File: src/rtl/serial_pkg.sv
// Shared constants, mode encodings and FSM state type for the 8051-style serial port.
// The transmitter and the (future) receiver both import this package.
package serial_pkg;

    localparam logic [1:0] MODE_SHIFT  = 2'd0;
    localparam logic [1:0] MODE_UART8  = 2'd1;
    localparam logic [1:0] MODE_UART9F = 2'd2;
    localparam logic [1:0] MODE_UART9T = 2'd3;

    localparam int DIV_M0 = 12;
    localparam int DIV_M2 = 64;
    localparam int DIV_T1 = 32;

    typedef enum logic [2:0] {
        IDLE  = 3'd0,
        START = 3'd1,
        DATA  = 3'd2,
        NINTH = 3'd3,
        STOP  = 3'd4
    } tx_state_t;

    // Terminal count of the baud divider; SMOD halves the UART intervals only.
    function automatic logic [5:0] div_limit(input logic [1:0] mode, input logic smod);
        logic [5:0] lim;
        case (mode)
            MODE_SHIFT:  lim = 6'(DIV_M0 - 1);
            MODE_UART9F: lim = smod ? 6'(DIV_M2 / 2 - 1) : 6'(DIV_M2 - 1);
            default:     lim = smod ? 6'(DIV_T1 / 2 - 1) : 6'(DIV_T1 - 1);
        endcase
        return lim;
    endfunction

endpackage

File: src/rtl/serial_tx_if.sv
// Signal bundle between the SFR/timer logic (master) and the serial transmitter (slave).
// sbuf_wr is a one-cycle strobe honoured only while busy is low; there is no ready back-pressure.
interface serial_tx_if;
    import serial_pkg::*;

    logic       sbuf_wr;
    logic [7:0] sbuf_din;
    logic [1:0] mode;
    logic       tb8;
    logic       smod;
    logic       t1_ovf;
    logic       txd;
    logic       txclk;
    logic       busy;
    logic       ti_set;
    tx_state_t  state;

    modport master (
        output sbuf_wr, sbuf_din, mode, tb8, smod, t1_ovf,
        input  txd, txclk, busy, ti_set, state
    );

    modport slave (
        input  sbuf_wr, sbuf_din, mode, tb8, smod, t1_ovf,
        output txd, txclk, busy, ti_set, state
    );

endinterface

File: src/rtl/baud_gen.sv
// Free-running baud divider: one-cycle tick per bit interval, plus the mode-0 txclk phase.
// Counts clk in modes 0/2 and Timer 1 overflows in modes 1/3; never resynchronised to a write.
module baud_gen
    import serial_pkg::*;
(
    input  logic       clk,
    input  logic       reset,
    input  logic [1:0] mode,
    input  logic       smod,
    input  logic       t1_ovf,
    output logic       tick,
    output logic       shift_low
);

    logic [5:0] cnt;
    logic [5:0] cnt_next;
    logic [5:0] limit;
    logic       step;

    always_comb begin
        limit    = div_limit(mode, smod);
        step     = (mode == MODE_SHIFT || mode == MODE_UART9F) ? 1'b1 : t1_ovf;
        // >= so a live mode/smod change that shrinks the interval cannot strand the count
        tick     = step && (cnt >= limit);
        cnt_next = cnt;
        if (tick) begin
            cnt_next = '0;
        end else if (step) begin
            cnt_next = cnt + 6'd1;
        end
        // The cycle after this one lies in the first half of a mode-0 bit interval
        shift_low = (cnt_next < 6'(DIV_M0 / 2));
    end

    always_ff @(posedge clk) begin
        if (reset) begin
            cnt <= '0;
        end else begin
            cnt <= cnt_next;
        end
    end

endmodule

File: src/rtl/serial_tx.sv
// Transmit half of the 8051 serial port: serialises SBUF in SCON modes 0-3 and pulses ti_set.
// All outputs come straight from flops; the FSM state is mirrored on bus.state for debug.
module serial_tx
    import serial_pkg::*;
(
    input  logic        clk,
    input  logic        reset,
    serial_tx_if.slave  bus
);

    tx_state_t  state, state_next;
    logic       lead, lead_next;
    logic [2:0] bit_cnt, bit_next;
    logic [7:0] data_q, data_next;
    logic [1:0] mode_q, mode_next;
    logic       tb8_q, tb8_next;
    logic       txd_q, txd_next;
    logic       txclk_q, txclk_next;
    logic       busy_q, busy_next;
    logic       ti_q, ti_next;
    logic [1:0] div_mode;
    logic       tick;
    logic       shift_low;

    assign div_mode = busy_q ? mode_q : bus.mode;

    baud_gen u_baud (
        .clk       (clk),
        .reset     (reset),
        .mode      (div_mode),
        .smod      (bus.smod),
        .t1_ovf    (bus.t1_ovf),
        .tick      (tick),
        .shift_low (shift_low)
    );

    // lead marks the wait for the first tick after a write, before any bit is on the line.
    always_comb begin
        state_next = state;
        lead_next  = lead;
        bit_next   = bit_cnt;
        data_next  = data_q;
        mode_next  = mode_q;
        tb8_next   = tb8_q;
        txd_next   = txd_q;
        ti_next    = 1'b0;

        case (state)
            IDLE: begin
                txd_next = 1'b1;
                if (bus.sbuf_wr) begin
                    data_next  = bus.sbuf_din;
                    mode_next  = bus.mode;
                    tb8_next   = bus.tb8;
                    lead_next  = 1'b1;
                    bit_next   = 3'd0;
                    state_next = (bus.mode == MODE_SHIFT) ? DATA : START;
                end
            end
            START: begin
                if (tick) begin
                    if (lead) begin
                        txd_next  = 1'b0;
                        lead_next = 1'b0;
                    end else begin
                        txd_next   = data_q[0];
                        state_next = DATA;
                    end
                end
            end
            DATA: begin
                if (tick) begin
                    if (lead) begin
                        txd_next  = data_q[0];
                        lead_next = 1'b0;
                    end else begin
                        bit_next = bit_cnt + 3'd1;
                        if (bit_cnt == 3'd7) begin
                            if (mode_q == MODE_SHIFT) begin
                                state_next = IDLE;
                                txd_next   = 1'b1;
                                ti_next    = 1'b1;
                            end else if (mode_q == MODE_UART8) begin
                                state_next = STOP;
                                txd_next   = 1'b1;
                                ti_next    = 1'b1;
                            end else begin
                                state_next = NINTH;
                                txd_next   = tb8_q;
                            end
                        end else begin
                            txd_next = data_q[bit_next];
                        end
                    end
                end
            end
            NINTH: begin
                if (tick) begin
                    state_next = STOP;
                    txd_next   = 1'b1;
                    ti_next    = 1'b1;
                end
            end
            STOP: begin
                if (tick) begin
                    state_next = IDLE;
                    txd_next   = 1'b1;
                end
            end
            default: begin
                state_next = IDLE;
                txd_next   = 1'b1;
            end
        endcase

        busy_next  = (state_next != IDLE);
        txclk_next = !(state_next == DATA && !lead_next &&
                       mode_next == MODE_SHIFT && shift_low);
    end

    always_ff @(posedge clk) begin
        if (reset) begin
            state   <= IDLE;
            lead    <= 1'b0;
            bit_cnt <= 3'd0;
            data_q  <= 8'd0;
            mode_q  <= MODE_SHIFT;
            tb8_q   <= 1'b0;
            txd_q   <= 1'b1;
            txclk_q <= 1'b1;
            busy_q  <= 1'b0;
            ti_q    <= 1'b0;
        end else begin
            state   <= state_next;
            lead    <= lead_next;
            bit_cnt <= bit_next;
            data_q  <= data_next;
            mode_q  <= mode_next;
            tb8_q   <= tb8_next;
            txd_q   <= txd_next;
            txclk_q <= txclk_next;
            busy_q  <= busy_next;
            ti_q    <= ti_next;
        end
    end

    assign bus.txd    = txd_q;
    assign bus.txclk  = txclk_q;
    assign bus.busy   = busy_q;
    assign bus.ti_set = ti_q;
    assign bus.state  = state;

endmodule

File: src/flat_wrapper.sv
// flat-port wrapper written by rule: the top's interface ports become plain ports
module serial_tx_flat import serial_pkg::*;
  (clk, reset, bus_sbuf_wr, bus_sbuf_din, bus_mode, bus_tb8, bus_smod, bus_t1_ovf, bus_txd, bus_txclk, bus_busy, bus_ti_set, bus_state);
  serial_tx_if bus_i ();
  input  logic clk;
  input  logic reset;
  input wire logic [$bits(bus_i.sbuf_wr)-1:0] bus_sbuf_wr;
  input wire logic [$bits(bus_i.sbuf_din)-1:0] bus_sbuf_din;
  input wire logic [$bits(bus_i.mode)-1:0] bus_mode;
  input wire logic [$bits(bus_i.tb8)-1:0] bus_tb8;
  input wire logic [$bits(bus_i.smod)-1:0] bus_smod;
  input wire logic [$bits(bus_i.t1_ovf)-1:0] bus_t1_ovf;
  output wire logic [$bits(bus_i.txd)-1:0] bus_txd;
  output wire logic [$bits(bus_i.txclk)-1:0] bus_txclk;
  output wire logic [$bits(bus_i.busy)-1:0] bus_busy;
  output wire logic [$bits(bus_i.ti_set)-1:0] bus_ti_set;
  output wire logic [$bits(bus_i.state)-1:0] bus_state;
  assign bus_i.sbuf_wr = bus_sbuf_wr;
  assign bus_i.sbuf_din = bus_sbuf_din;
  assign bus_i.mode = bus_mode;
  assign bus_i.tb8 = bus_tb8;
  assign bus_i.smod = bus_smod;
  assign bus_i.t1_ovf = bus_t1_ovf;
  assign bus_txd = bus_i.txd;
  assign bus_txclk = bus_i.txclk;
  assign bus_busy = bus_i.busy;
  assign bus_ti_set = bus_i.ti_set;
  assign bus_state = bus_i.state;
  serial_tx u_core (.clk(clk), .reset(reset), .bus(bus_i));
endmodule
File: config.mk
export PLATFORM = sky130hd
export DESIGN_NAME = serial_tx_flat
export DESIGN_NICKNAME = d
export VERILOG_FILES = /design/src/rtl/serial_pkg.sv /design/src/rtl/serial_tx_if.sv /design/src/rtl/baud_gen.sv /design/src/rtl/serial_tx.sv /design/src/flat_wrapper.sv
export SDC_FILE = /design/constraint.sdc
export NUM_CORES = 1
export LEC_CHECK = 0
export CELL_PAD_IN_SITES_DETAIL_PLACEMENT = 1
export CELL_PAD_IN_SITES_GLOBAL_PLACEMENT = 1
export CORE_MARGIN = 1.5
export CORE_UTILIZATION = 44
export CTS_CLUSTER_SIZE = 12
export DETAILED_ROUTE_END_ITERATION = 8
export HOLD_SLACK_MARGIN = 0.15
export PLACE_DENSITY = 0.92
export SYNTH_ARGS = -nofsm -noshare
export SYNTH_HDL_FRONTEND = slang
export SYNTH_SLANG_ARGS = --single-unit
export TNS_END_PERCENT = 100
File: constraint.sdc
create_clock -name clk -period 7.7 [get_ports clk]
set_clock_uncertainty 0.2 [all_clocks]
set_input_delay 1.54 -clock clk [delete_from_list [all_inputs] [get_ports clk]]
set_output_delay 1.54 -clock clk [all_outputs]
set_load 0.005 [all_outputs]
==> out/qor.csv <==
stage,metric,value,unit
run_status,run status,"finished, final reports clean",
grt,vias in the first global route,1526,
route,via density per instance,5.73,
sta,Tcrit/Tclk final,57.7,%
die,Die X,64.1,um
setup_path,CP Class,in -> reg,
synthesis,synth top area cells,"dfxtp_1 34%, nand2_1 7.5%, a21oi_1 5.2%, ha_1 4.6%, nor2_1 4.6%",
synthesis,Async SR Flop Fraction,0,%
synthesis,most numerous cell in the Yosys netlist,nand2_1,
placement,Cells after DPL,252,
die,DIE AREA,4110,um^2
route,Routed WL,4250,um
synthesis,main combinational cell family by area after synthesis,simple AND/OR/NAND/NOR gates,
power,Pwr Density,171,nW/um^2
clocking,TritonCTS Buffers,3,
sta,Worst Max-Slew Pin Slew,0.787,ns
synthesis,Simple-Gate Fraction of Synth Area,27.3,%
cells_and_area,fin util,52.9,%
synthesis,Post-synth top cells,"33 x nand2_1, 28 x dfxtp_1, 20 x nor2_1, 17 x a21oi_1, 6 x ha_1",
route,Routed WL per cell,16.6,um
die,IO Pins,23,
power,sw power,94.1,uW
sta,Slew headroom,47.3,%
power,Pleak,0.745,nW
route,post-route ant nets,0,
synthesis,Synth Area in XOR/XNOR,3.73,%
synthesis,Post-Syn Instances,190,
sta,Final setup viols,0,
clocking,Post-CTS Hold Fix Bufs,0,
sta,Fin. Hold Viols,0,
grt,first-pass GRT wire length,7390,um
power,Worst VDD drop,89.9,uV
cells_and_area,non-filler instance count after layout,256,
die,core area,3630,um^2
synthesis,mux contribution to synthesized area,7.62,%
synthesis,post-synthesis compound-gate area fraction,17.5,%
power,combinational share of power,20.9,%
clocking,register clock-pin slew on the reported worst setup and hold paths,0.10,ns
cells_and_area,Fillers,433,
clocking,CTS root buffer,clkbuf_8,
setup_path,CP Launch Type,primary input,
route,Pre-antenna DRT Iters,4,
power,Design Power,329,uW
grt,initial antenna violation count,0,
sta,crit path time final,4.44,ns
cells_and_area,area delta synth->final,17.1,%
synthesis,Ys Warns,0,
power,clock network power share,28.2,%
synthesis,Post-Synth Adder-Cell Area,4.57,%
synthesis,post-synth top area cell,dfxtp_1,
die,Initial Utilization,45.2,%
run,MaxCap Viol Count,0,
sta,max frequency,0.225,GHz
cells_and_area,Diodes inserted,0,
cells_and_area,Nets,231,
synthesis,number of synthesized register bits,28,
clocking,PostCTS Resize Cnt,0,
sta,setup ws final,3.26,ns
grt,All-Layer GR Usage,22.6,%
grt,total congestion overflow,0,
synthesis,Mean Syn Cell Area,8.64,um^2
placement,dpl ws,3.00,ns
clocking,H-tree levels,1,
setup_path,Worst Path Max Fanout,9,
placement,dpl hpwl,3050,um
synthesis,Post-Synthesis Cell Area,1640,um^2
synthesis,register area share after synthesis,34.1,%
synthesis,Yosys cell types,49,
hold_path,worst min path class,reg -> reg,
sta,RSZ-0062 raised after global routing,no,
clocking,clock tree buffer depth,2,
route,via count,1468,
setup_path,CP Data Required Time,7.68,ns
sta,pins over their slew limit,0,
die,Die H,64.1,um
synthesis,"Primary FF master, synth",dfxtp_1,
clocking,clock sinks,28,
synthesis,Post-synth EDFFs,0,
setup_path,Worst Setup End Kind,flip-flop,
power,Pint,235,uW
clocking,CTS tree,done,
clocking,clk_lat worst skew,0.28,ns
synthesis,Syn Nets,212,
clocking,number of post-CTS setup repair buffers,0,
route,1st-iter DRT viols,98,
power,Switching Fraction,28.6,%
power,Seq pwr share,51.0,%
setup_path,Critical Path AT,4.42,ns
grt,largest net degree at the start of global routing,23,
route,Post-route DRC,0,
placement,GP Congestion,0.804,
placement,IO Port Bufs,22,
synthesis,top cell type's share of synthesized area,34.1,%
cells_and_area,share of cells above drive strength 1,10.1,%
sta,setup TNS,0,ns
die,num rows,22,
## layer usage
metal	wire (um)	global-route usage, %	up-vias
met2	2090	37.6	28
met4	95	7.34	0
met3	91	2.29	11
met1	1980	30.6	709
li1	-	-	720
met5	0	0	-
## power by group through the flow
stage,registers (mW),clock network (mW),logic [mW]
finish,0.168,0.0927,0.0686
global route,0.169,0.104,0.0760
CTS,0.168,0.0947,0.0689
global placement,0.170,0,0.0653
detailed placement,0.171,0,0.0682
floorplan,0.165,0,0.0477
## cells by family after synthesis
| group | Yosys count |
|---|---|
| xor gates and xnor gates | 7 |
| muxes | 9 |
| AOI/OAI and AO/OA | 41 |
| buffers and inverters | 13 |
| and+or+nand+nor | 86 |
| DFF | 28 |
| adders and majority gates | 6 |
## registers in the layout (all words and copies together) (netlist names)
name and flops:
u_core.bus.ti_set 1, u_core.bus.busy 1, u_core.lead 1, u_core.bus.txd 1
u_core.bus.state 3, u_core.bus.txclk 1, u_core.data_q 8, u_core.bit_cnt 3
u_core.u_baud.cnt 6, u_core.tb8_q 1, u_core.mode_q 2
## critical path: stages
cell and delay (ns):
clkdlybuf4s50_1 0.50, nor2_1 0.16, a32oi_1 0.06, or2_2 0.30
ha_1 0.29, and3_1 0.15, a31o_2 0.26, o21ai_2 0.38
mux2i_1 0.30, o2111ai_1 0.14, a311o_1 0.35
## layout make-up
| class | count | area, um^2 | area share, % |
|---|---|---|---|
| Sequential cell | 28 | 561 | 29.2 |
| Multi-Input combinational cell | 149 | 1000 | 52.2 |
| Tap cell | 48 | 60.1 | 3.13 |
| Inverter | 4 | 15.0 | 0.781 |
| Clock buffer | 4 | 55.1 | 2.86 |
| Timing Repair Buffer | 23 | 228 | 11.8 |
## per-stage QoR
step | hold slack (ns) | area [um^2]
6_report | 0.263 | 1920
3_5_place_dp | 0.247 | 1870
4_1_cts | 0.266 | 1920
5_1_grt | 0.288 | 1920
2_1_floorplan | 0.229 | 1640
3_3_place_gp | 0.240 | 1870
## layout by cell type, fill, tap and decap left out, types with 2 or more instances in the layout
master            n
clkdlybuf4s50_1  22
nand3b_1          4
xor2_1            4
mux2_2            2
or2b_2            2
and4b_1           2
inv_1             4
nand2_1          33
mux2i_1           5
clkbuf_8          4
nor2b_1           2
ha_1              6
a21oi_1          17
dfxtp_1          28
nand3_1           2
xnor2_1           3
a21o_1            2
nor2_1           20
mux4_1            2
a211oi_1          3
nand2b_1          3
o21ai_0           4
or2_2             2
nand4_1           3
nor4bb_1          4
a31oi_1           3
## worst paths after layout
check,from,endpoint,slack [ns],depth (start not counted)
max,bus_mode[0],u_core.bus.txclk,3.26,11
min,u_core.data_q[6],u_core.data_q[6],0.26,2
max reg2reg,u_core.bus.busy,u_core.bus.txclk,4.56,9
min reg2reg,u_core.data_q[6],u_core.data_q[6],0.26,2
(Power assumes the default switching activity.)
